`config.mk`:
```
export PLATFORM = sky130hd
export DESIGN_NAME = gene_line_sequencer
export DESIGN_NICKNAME = d
export VERILOG_FILES = /design/src/rtl/gene_line_sequencer_pkg.sv /design/src/rtl/gene_line_compress.sv /design/src/rtl/gene_line_sequencer.sv
export SDC_FILE = /design/constraint.sdc
export NUM_CORES = 2
export LEC_CHECK = 0
export BUFFER_PORTS_ARGS = -buffer_cell sky130_fd_sc_hd__buf_4
export CORE_MARGIN = 3
export CORE_UTILIZATION = 66
export DETAILED_ROUTE_END_ITERATION = 10
export MAX_ROUTING_LAYER = met4
export PLACE_DENSITY_LB_ADDON = 0.25
export SLEW_MARGIN = 20
export SYNTH_ARGS = -nofsm -noshare
export SYNTH_HDL_FRONTEND = slang
export SYNTH_SLANG_ARGS = --single-unit
```
`constraint.sdc`:
```
create_clock -name clk -period 5.25 [get_ports clk]
set_clock_uncertainty 0.2 [all_clocks]
set_input_delay 0.2625 -clock clk [delete_from_list [all_inputs] [get_ports clk]]
set_output_delay 0.2625 -clock clk [all_outputs]
set_load 0.02 [all_outputs]
```
`src/rtl/gene_line_sequencer_pkg.sv`:
```
`default_nettype none
// ============================================================================
// Module      : gene_pkg
// Description : Shared constants, base codes and FSM state type for the
//               gene line sequencer and its compressor.
// Revision    : 1.0 - initial release
// ============================================================================
package gene_pkg;

    localparam int LINE_CHARS = 100;
    localparam int LINE_BITS  = 800;
    localparam int PACK_BITS  = 200;

    localparam logic [7:0] ASCII_A  = 8'h41;
    localparam logic [7:0] ASCII_C  = 8'h43;
    localparam logic [7:0] ASCII_G  = 8'h47;
    localparam logic [7:0] ASCII_T  = 8'h54;
    localparam logic [7:0] ASCII_LF = 8'h0A;
    localparam logic [7:0] ASCII_CR = 8'h0D;

    localparam logic [1:0] CODE_A = 2'b00;
    localparam logic [1:0] CODE_C = 2'b01;
    localparam logic [1:0] CODE_G = 2'b10;
    localparam logic [1:0] CODE_T = 2'b11;

    typedef enum logic [1:0] {
        FILL = 2'd0,
        COMP = 2'd1,
        EMIT = 2'd2
    } state_t;

    // The line buffer only ever holds A/C/G/T; anything else maps to A.
    function automatic logic [1:0] base_code(input logic [7:0] ch);
        case (ch)
            ASCII_C: base_code = CODE_C;
            ASCII_G: base_code = CODE_G;
            ASCII_T: base_code = CODE_T;
            default: base_code = CODE_A;
        endcase
    endfunction

endpackage
`default_nettype wire

```
`src/rtl/gene_line_compress.sv`:
```
`default_nettype none
// ============================================================================
// Module      : gene_line_compress
// Description : Combinational 800->200 bit packer. Char slot g (MSB-first)
//               becomes the 2-bit code at packed bits [199-2g -: 2].
// Ports       : i_line   - 100 ASCII characters, slot 0 in [799:792]
//               o_packed - 100 two-bit base codes, base 0 in [199:198]
// Revision    : 1.0 - initial release
// ============================================================================
module gene_line_compress
    import gene_pkg::*;
(
    input  logic [LINE_BITS-1:0] i_line,
    output logic [PACK_BITS-1:0] o_packed
);

    for (genvar g = 0; g < LINE_CHARS; g++) begin : g_slot
        assign o_packed[PACK_BITS-1-2*g -: 2] = base_code(i_line[LINE_BITS-1-8*g -: 8]);
    end

endmodule
`default_nettype wire

```
`src/rtl/gene_line_sequencer.sv`:
```
`default_nettype none
// ============================================================================
// Module      : gene_line_sequencer
// Description : Collects ASCII nucleotides into a 100-character line buffer,
//               closes the line on full / newline / flush, packs it through
//               gene_line_compress and offers the result on a valid/ready port.
// Ports       : clk, rst_n          - clock, async active-low reset
//               in_char/in_valid/in_ready - character input stream
//               flush              - close a partial line
//               out_line/out_len/out_err/out_valid/out_ready - packed line
//               line_count         - lines emitted, wraps silently
// Revision    : 1.0 - initial release
// ============================================================================
module gene_line_sequencer #(
    parameter int LINE_CHARS = 100,
    parameter int CNT_W      = 16
) (
    input  logic                    clk,
    input  logic                    rst_n,
    input  logic [7:0]              in_char,
    input  logic                    in_valid,
    output logic                    in_ready,
    input  logic                    flush,
    output logic [2*LINE_CHARS-1:0] out_line,
    output logic [6:0]              out_len,
    output logic                    out_err,
    output logic                    out_valid,
    input  logic                    out_ready,
    output logic [CNT_W-1:0]        line_count
);

    import gene_pkg::*;

    localparam logic [8*LINE_CHARS-1:0] c_buf_init = {LINE_CHARS{ASCII_A}};
    localparam logic [6:0]              c_line_len = 7'(LINE_CHARS);

    state_t                  r_state;
    state_t                  w_next_state;
    logic [8*LINE_CHARS-1:0] r_buf;
    logic [6:0]              r_cnt;
    logic                    r_err;
    logic [2*LINE_CHARS-1:0] r_out_line;
    logic [6:0]              r_out_len;
    logic                    r_out_err;
    logic [CNT_W-1:0]        r_line_count;

    logic [2*LINE_CHARS-1:0] w_packed;
    logic                    w_accept;
    logic                    w_is_lf;
    logic                    w_is_cr;
    logic                    w_is_acgt;
    logic                    w_take_base;
    logic [6:0]              w_cnt_inc;
    logic                    w_close;
    logic                    w_handshake;
    logic [7:0]              w_store_char;
    logic [9:0]              w_slot_lsb;

    gene_line_compress u_compress (
        .i_line   (r_buf),
        .o_packed (w_packed)
    );

    assign w_accept     = in_valid && (r_state == FILL);
    assign w_is_lf      = (in_char == ASCII_LF);
    assign w_is_cr      = (in_char == ASCII_CR);
    assign w_is_acgt    = (in_char == ASCII_A) || (in_char == ASCII_C) ||
                          (in_char == ASCII_G) || (in_char == ASCII_T);
    assign w_take_base  = w_accept && !w_is_lf && !w_is_cr;
    assign w_cnt_inc    = r_cnt + 7'(w_take_base);
    assign w_store_char = w_is_acgt ? in_char : ASCII_A;
    // Slot 0 sits at the top of the buffer; only used while r_cnt < LINE_CHARS.
    assign w_slot_lsb   = 10'((LINE_CHARS - 1 - int'(r_cnt)) * 8);
    assign w_handshake  = (r_state == EMIT) && out_ready;

    // Flush is judged against the count including a base taken this cycle.
    assign w_close = (r_state == FILL) &&
                     ((w_take_base && (w_cnt_inc == c_line_len)) ||
                      (w_accept && w_is_lf && (r_cnt != 7'd0)) ||
                      (flush && (w_cnt_inc != 7'd0)));

    // State register
    always_ff @(posedge clk or negedge rst_n) begin
        if (!rst_n) begin
            r_state <= FILL;
        end else begin
            r_state <= w_next_state;
        end
    end

    // Next-state logic
    always_comb begin
        w_next_state = r_state;
        case (r_state)
            FILL:    if (w_close) w_next_state = COMP;
            COMP:    w_next_state = EMIT;
            EMIT:    if (out_ready) w_next_state = FILL;
            default: w_next_state = FILL;
        endcase
    end

    // Output decode
    always_comb begin
        in_ready  = (r_state == FILL);
        out_valid = (r_state == EMIT);
    end

    // Line buffer, counters and output word registers
    always_ff @(posedge clk or negedge rst_n) begin
        if (!rst_n) begin
            r_buf        <= c_buf_init;
            r_cnt        <= 7'd0;
            r_err        <= 1'b0;
            r_out_line   <= '0;
            r_out_len    <= 7'd0;
            r_out_err    <= 1'b0;
            r_line_count <= '0;
        end else begin
            if (w_take_base) begin
                r_buf[w_slot_lsb +: 8] <= w_store_char;
                r_cnt                  <= w_cnt_inc;
                if (!w_is_acgt) begin
                    r_err <= 1'b1;
                end
            end
            if (r_state == COMP) begin
                r_out_line <= w_packed;
                r_out_len  <= r_cnt;
                r_out_err  <= r_err;
            end
            if (w_handshake) begin
                r_line_count <= r_line_count + CNT_W'(1);
                r_buf        <= c_buf_init;
                r_cnt        <= 7'd0;
                r_err        <= 1'b0;
            end
        end
    end

    assign out_line   = r_out_line;
    assign out_len    = r_out_len;
    assign out_err    = r_out_err;
    assign line_count = r_line_count;

endmodule
`default_nettype wire

```
Yosys cells after proc, flatten, opt, wreduce, memory -nomap -nowiden
Index checks and enable logic that the tools add are counted.

Register bits: 1034. Bits of input ports: 13. Output and inout bits: 226. Word-level logic and storage cells: 460.

Add/sub/neg operators: 4. Eq/ne operators: 312. Shifts and indexed selects: 2. Muxes and demuxes: 112. Reduce and logical (&&, ||, !) cells: 22.

Operators by type and width (count): equality test 8 x 7 -> 1 bit (second input constant) (304); two-way mux 800 bit (2); bitwise mux 800 bit (1); variable shift 8 x 12 -> 800 bit (first input constant) (1); indexed part select 8 x 12 -> 800 bit (1); case mux 2 bit (3 select lines) (101); adder 16 x 1 -> 16 bit (second input constant) (1); equality test 8 x 4 -> 1 bit (second input constant) (2); two-way mux 7 bit (2); nonzero test 7 bit (2); negation 10 -> 12 bit (1); logical AND 1 bit (9); two-way mux 8 bit (1); adder 7 x 1 -> 7 bit (1); equality test 7 bit (second input constant) (1); subtractor 7 bit (first input constant) (1); != test 2 x 1 -> 1 bit (second input constant) (3); logical OR 1 bit (5); two-way mux 2 bit (2); AND reduction 2 bit (2); two-way mux 1 bit (3); equality test 2 x 1 -> 1 bit (second input constant) (1); equality test 2 bit (second input constant) (1); zero test 1 bit (2); 2 further kinds (2).

Depth between registers and ports, before layout
Depth after elaboration: 12. Mapped depth: 13. Gate-level depth less buffers: 12.

Hierarchy
Synthesis repeated with hierarchy kept, for this count alone.

Cells, all modules: 4031. Area, all modules: 49088.3 um^2.

By module, submodules not included: gene_line_sequencer (times used 1, cells an instance 3331, area each 41328.4 um^2, seq. area each 26125.1 um^2); gene_line_compress (times used 1, cells an instance 700, area each 7759.9 um^2, seq. area each 0.0 um^2).

Worst setup path before layout
Ideal clock, no wire load.

Path type: reg-to-reg. Start point: register r_state[1]. End point: register r_state[0]. Arrival: 2.883 ns. Required time: 4.951 ns. Setup slack: 2.068 ns. Stages on the path, launching flop included: 12. Path buffers: 0. Cell sequence: dfrtp_1 > nor3b_1 > nand2_1 > clkinv_1 > ha_1 > ha_1 > nand2_1 > xnor2_1 > nor4b_1 > nor4b_1 > o21bai_1 > a311oi_1.

Word-level cells in the longest chain between the ends: 12.

Ends and longest elaborated chain: start: declaration (line gene_line_sequencer.sv:37) `state_t r_state;`; start signal: assignment (line gene_line_sequencer.sv:87) `r_state <= w_next_state;`; zero test 2 bit (line gene_line_sequencer.sv:64, gene_line_sequencer.sv:77, gene_line_sequencer.sv:94); logical AND 1 bit (line gene_line_sequencer.sv:64) `assign w_accept = in_valid && (r_state == FILL);`; logical AND 1 bit (2 in a row) (line gene_line_sequencer.sv:69) `assign w_take_base = w_accept && !w_is_lf && !w_is_cr;`; adder 7 x 1 -> 7 bit (line gene_line_sequencer.sv:70) `assign w_cnt_inc = r_cnt + 7'(w_take_base);`; equality test 7 bit (line gene_line_sequencer.sv:78) `((w_take_base && (w_cnt_inc == c_line_len)) ||`; logical AND 1 bit (line gene_line_sequencer.sv:78); logical OR 1 bit (line gene_line_sequencer.sv:78); logical OR 1 bit (line gene_line_sequencer.sv:79) `(w_accept && w_is_lf && (r_cnt != 7'd0)) ||`; logical AND 1 bit (line gene_line_sequencer.sv:77) `assign w_close = (r_state == FILL) &&`; != test 2 x 1 -> 1 bit (no line); AND reduction 2 bit (no line).

Parallel ways exist; a longest one is shown, timed or not. A chain may end at the register's enable or synchronous reset.

Final worst setup path
Start point: input in_char[4]. End point: register r_state[0].

Word-level cells in the longest chain between the ends: 12.

Ends and longest elaborated chain: start: declaration (line gene_line_sequencer.sv:20) `input logic [7:0] in_char,`; equality test 8 x 4 -> 1 bit (line gene_line_sequencer.sv:65) `assign w_is_lf = (in_char == ASCII_LF);`; zero test 1 bit (line gene_line_sequencer.sv:69); logical AND 1 bit (2 in a row) (line gene_line_sequencer.sv:69); adder 7 x 1 -> 7 bit (line gene_line_sequencer.sv:70); equality test 7 bit (line gene_line_sequencer.sv:78); logical AND 1 bit (line gene_line_sequencer.sv:78); logical OR 1 bit (line gene_line_sequencer.sv:78); logical OR 1 bit * (line gene_line_sequencer.sv:79); logical AND 1 bit * (line gene_line_sequencer.sv:77); != test 2 x 1 -> 1 bit (no line) *; AND reduction 2 bit (no line) *.

Every way passes the cells marked *; elsewhere a longest branch is shown, timed or not.

==> results.py <==
metrics = {
    "run_status": {
        "outcome": "complete, no violations",
    },
    "sta": {
        "final_hold_viol_count": 0,
        "max_freq_ghz": 0.210,
        "min_period_ps": 4750,
        "tns_ps": 0,
        "setup_viol": 0,
        "setup_ws_ps": 497,
        "tightestPinTransition_ps": 1230,
        "rsz0062_at_grt": "no",
        "slew_headroom": 0.182,
        "period_share": 0.905,
        "hold_ws_ps": 36.5,
        "maxSlewViolCount": 0,
    },
    "routing": {
        "wl_met1_mm": 51.6,
        "routed.top_layer": "met4",
        "drc": 0,
        "drt_iter0_drc": 4682,
        "wl_met2_mm": 59.6,
        "wl_per_cell_um": 24.1,
        "ant_nets": 0,
        "vias": 37400,
        "dr.pass1.iters": 7,
        "wl_met3_mm": 13.4,
        "via_per_inst": 6.76,
        "postRouteWirelength_mm": 133,
    },
    "floorplan": {
        "design.core.area_mm2": 0.0675,
        "die_y_um": 268,
        "dieArea_mm2": 0.0716,
        "die_w_um": 268,
        "initial_utilization": 0.669,
        "num_rows": 95,
        "io_pins": 239,
    },
    "clock_tree": {
        "cts_setup_buffers": 0,
        "path_clk_slew_ps": 70,
        "numClockSinks": 1034,
        "numCtsBuffers": 103,
        "root_buffer": "clkbuf_16",
        "clkLatencyLatePin_ps": 670,
        "tritoncts": "built",
        "ctsResizeCount": 0,
        "htreeDepth": 3,
        "ctsLongestPathBuffers": 3,
    },
    "job": {
        "max_cap_viol_count": 0,
    },
    "global_routing": {
        "overflow": 0,
        "antenna_found_initial": 1,
        "grtUsageTotal": 0.385,
        "grt_max_degree": 251,
        "grt_first_pass_wirelength_mm": 207,
        "grt_pass1_vias": 36200,
    },
    "setup_path": {
        "required_ps": 5660,
        "r2r_cells": 13,
        "timing.rr.start": "r_state[1]",
        "r2r-end": "r_state[0]",
        "cp-end-kind": "flip-flop",
        "crit_type": "in -> reg",
        "worstPathMaxFanout": 16,
        "setup.worst_path.start_class": "primary input",
        "arrival_ps": 5160,
        "r2r_slack_ps": 670,
    },
    "hold_path": {
        "holdPathEnd": "r_buf[514]",
        "hold_class": "in -> reg",
        "hold_depth": 4,
        "min_from": "in_char[2]",
    },
    "cells_and_area": {
        "regArea_mm2": 0.0261,
        "layout_commonest_cell": "dfrtp_1",
        "fin_cells": 5525,
        "areaGrowthSynthToFinish_pct": 14.2,
        "fillers": 4455,
        "multi_input_area_mm2": 0.0181,
        "layout_common_cells": "dfrtp_1 (834), nand2_1 (507), nor2_1 (495)",
        "layout.nets": 4585,
        "drive_above_1_share": 0.169,
    },
    "logic_synthesis": {
        "synth_area_mm2": 0.0452,
        "synthCells": 4368,
        "synth-edff-count": 0,
        "synthArstFlopShare": 1.00,
        "yosysWarnings": 0,
        "ys_seq_area_frac": 0.579,
        "synth_top_flop_cell": "dfrtp_1",
        "yosysUniqueCellTypes": 78,
        "yosys_register_bits": 1034,
        "syn_nets": 4390,
        "avgSynthCellArea_um2": 10.3,
    },
    "pwr": {
        "p_per_area_mw_per_mm2": 480,
        "vdd_drop_max_uv": 332,
        "leakagePower_nw": 24.0,
    },
    "place": {
        "preCtsSetupSlack_ps": 983,
        "place_congestion": 0.979,
        "hpwl_mm": 85.0,
        "port-buffer-count": 238,
        "dp_cells": 5324,
    },
}
area by class of cell:
cell class / instances / share of cell area
tap: 873 / 0.0212
clock buffer: 160 / 0.0606
timing repair buffer: 333 / 0.0516
inverter: 22 / 0.00160
clock inverter: 33 / 0.00730
sequential: 1034 / 0.507
antenna: 1 / 0.0000485
multi-input combinational: 3069 / 0.351
critical path, stage by stage:
cell	delay [ps]
dlygate4sd3_1	600
buf_4	200
nor4_1	410
buf_4	230
o211ai_1	270
nand2_1	130
buf_4	250
clkinv_1	340
ha_1	320
ha_1	260
nand2_1	140
xnor2_1	70
nor4b_1	350
nor4b_1	320
o21bai_1	110
a311oi_1	280
dlygate4sd3_1	610
per-layer routing:
layer / global-route usage / vias to the layer above
met5: - / -
met4: 0.213 / 0
met3: 0.0862 / 498
met2: 0.561 / 2163
met1: 0.505 / 18600
li1: - / 16100
registers in the layout (all words and copies together), names as in the netlist:
name,cells
line_count,16
out_err,1
out_len,7
out_line,200
r_buf,800
r_cnt,7
r_err,1
r_state,2
Yosys cell counts (all sizes together) (21+ instances only):
cell type | n | area share
a21oi | 219 | 0.024
a31o | 27 | 0.0052
a31oi | 104 | 0.015
and2 | 33 | 0.0046
and3 | 286 | 0.040
buf | 45 | 0.0050
clkbuf | 198 | 0.016
dfrtp | 834 | 0.46
dfstp | 200 | 0.12
inv | 21 | 0.0017
mux2i | 204 | 0.045
nand2 | 515 | 0.043
nand3 | 254 | 0.030
nand4 | 21 | 0.0029
nand4b | 89 | 0.017
nor2 | 501 | 0.042
nor3 | 48 | 0.0061
nor3b | 104 | 0.017
nor4b | 114 | 0.022
o211ai | 86 | 0.014
o21ai | 196 | 0.022
o22ai | 33 | 0.0046
o311ai | 25 | 0.0048
o31ai | 39 | 0.0066
kinds of logic after synthesis:
| kind of cell | after synthesis | share of synthesized area |
|---|---|---|
| flip-flops | 1034 | 0.579 |
| AO/OA/AOI/OAI | 771 | 0.105 |
| adder cells (fa/ha/maj) | 9 | 0.00249 |
| AND/OR/NAND/NOR | 2058 | 0.240 |
| multiplexers | 204 | 0.0452 |
| buffers and inverters | 265 | 0.0233 |
| XOR/XNOR | 27 | 0.00524 |
where the power goes:
part	leakage (nW)	total (mW)	internal, mW	switching, mW
logic	8.94	7.21	2.17	5.05
registers	13.4	9.98	9.12	0.859
clock network	1.72	7.57	4.44	3.13
stage by stage:
stage	instance area [um^2]	utilization	power, mW
after floorplan	45200	-	13.8
after global placement	48000	0.711	17.0
after detailed placement	48000	0.711	17.1
after CTS	51600	0.764	24.6
after global routing	51600	0.764	25.6
final	51600	0.764	24.8
how the worst max path moves through the flow:
stage	startpoint	endpoint	slack, ps
5_1_grt	in_char[4]	r_state[0]	270
3_5_place_dp	r_cnt[2]	r_buf[356]	980
4_1_cts	in_char[4]	r_state[0]	750
2_1_floorplan	r_state[1]	r_state[0]	2070
3_3_place_gp	r_cnt[2]	r_buf[356]	1070
6_report	in_char[4]	r_state[0]	500
timing repair:
action	in CTS	in global routing
hold buffers	7	0
hold endpoints to repair	92	0
setup endpoints to repair	0	0
Power figures use the tool's default switching activity.
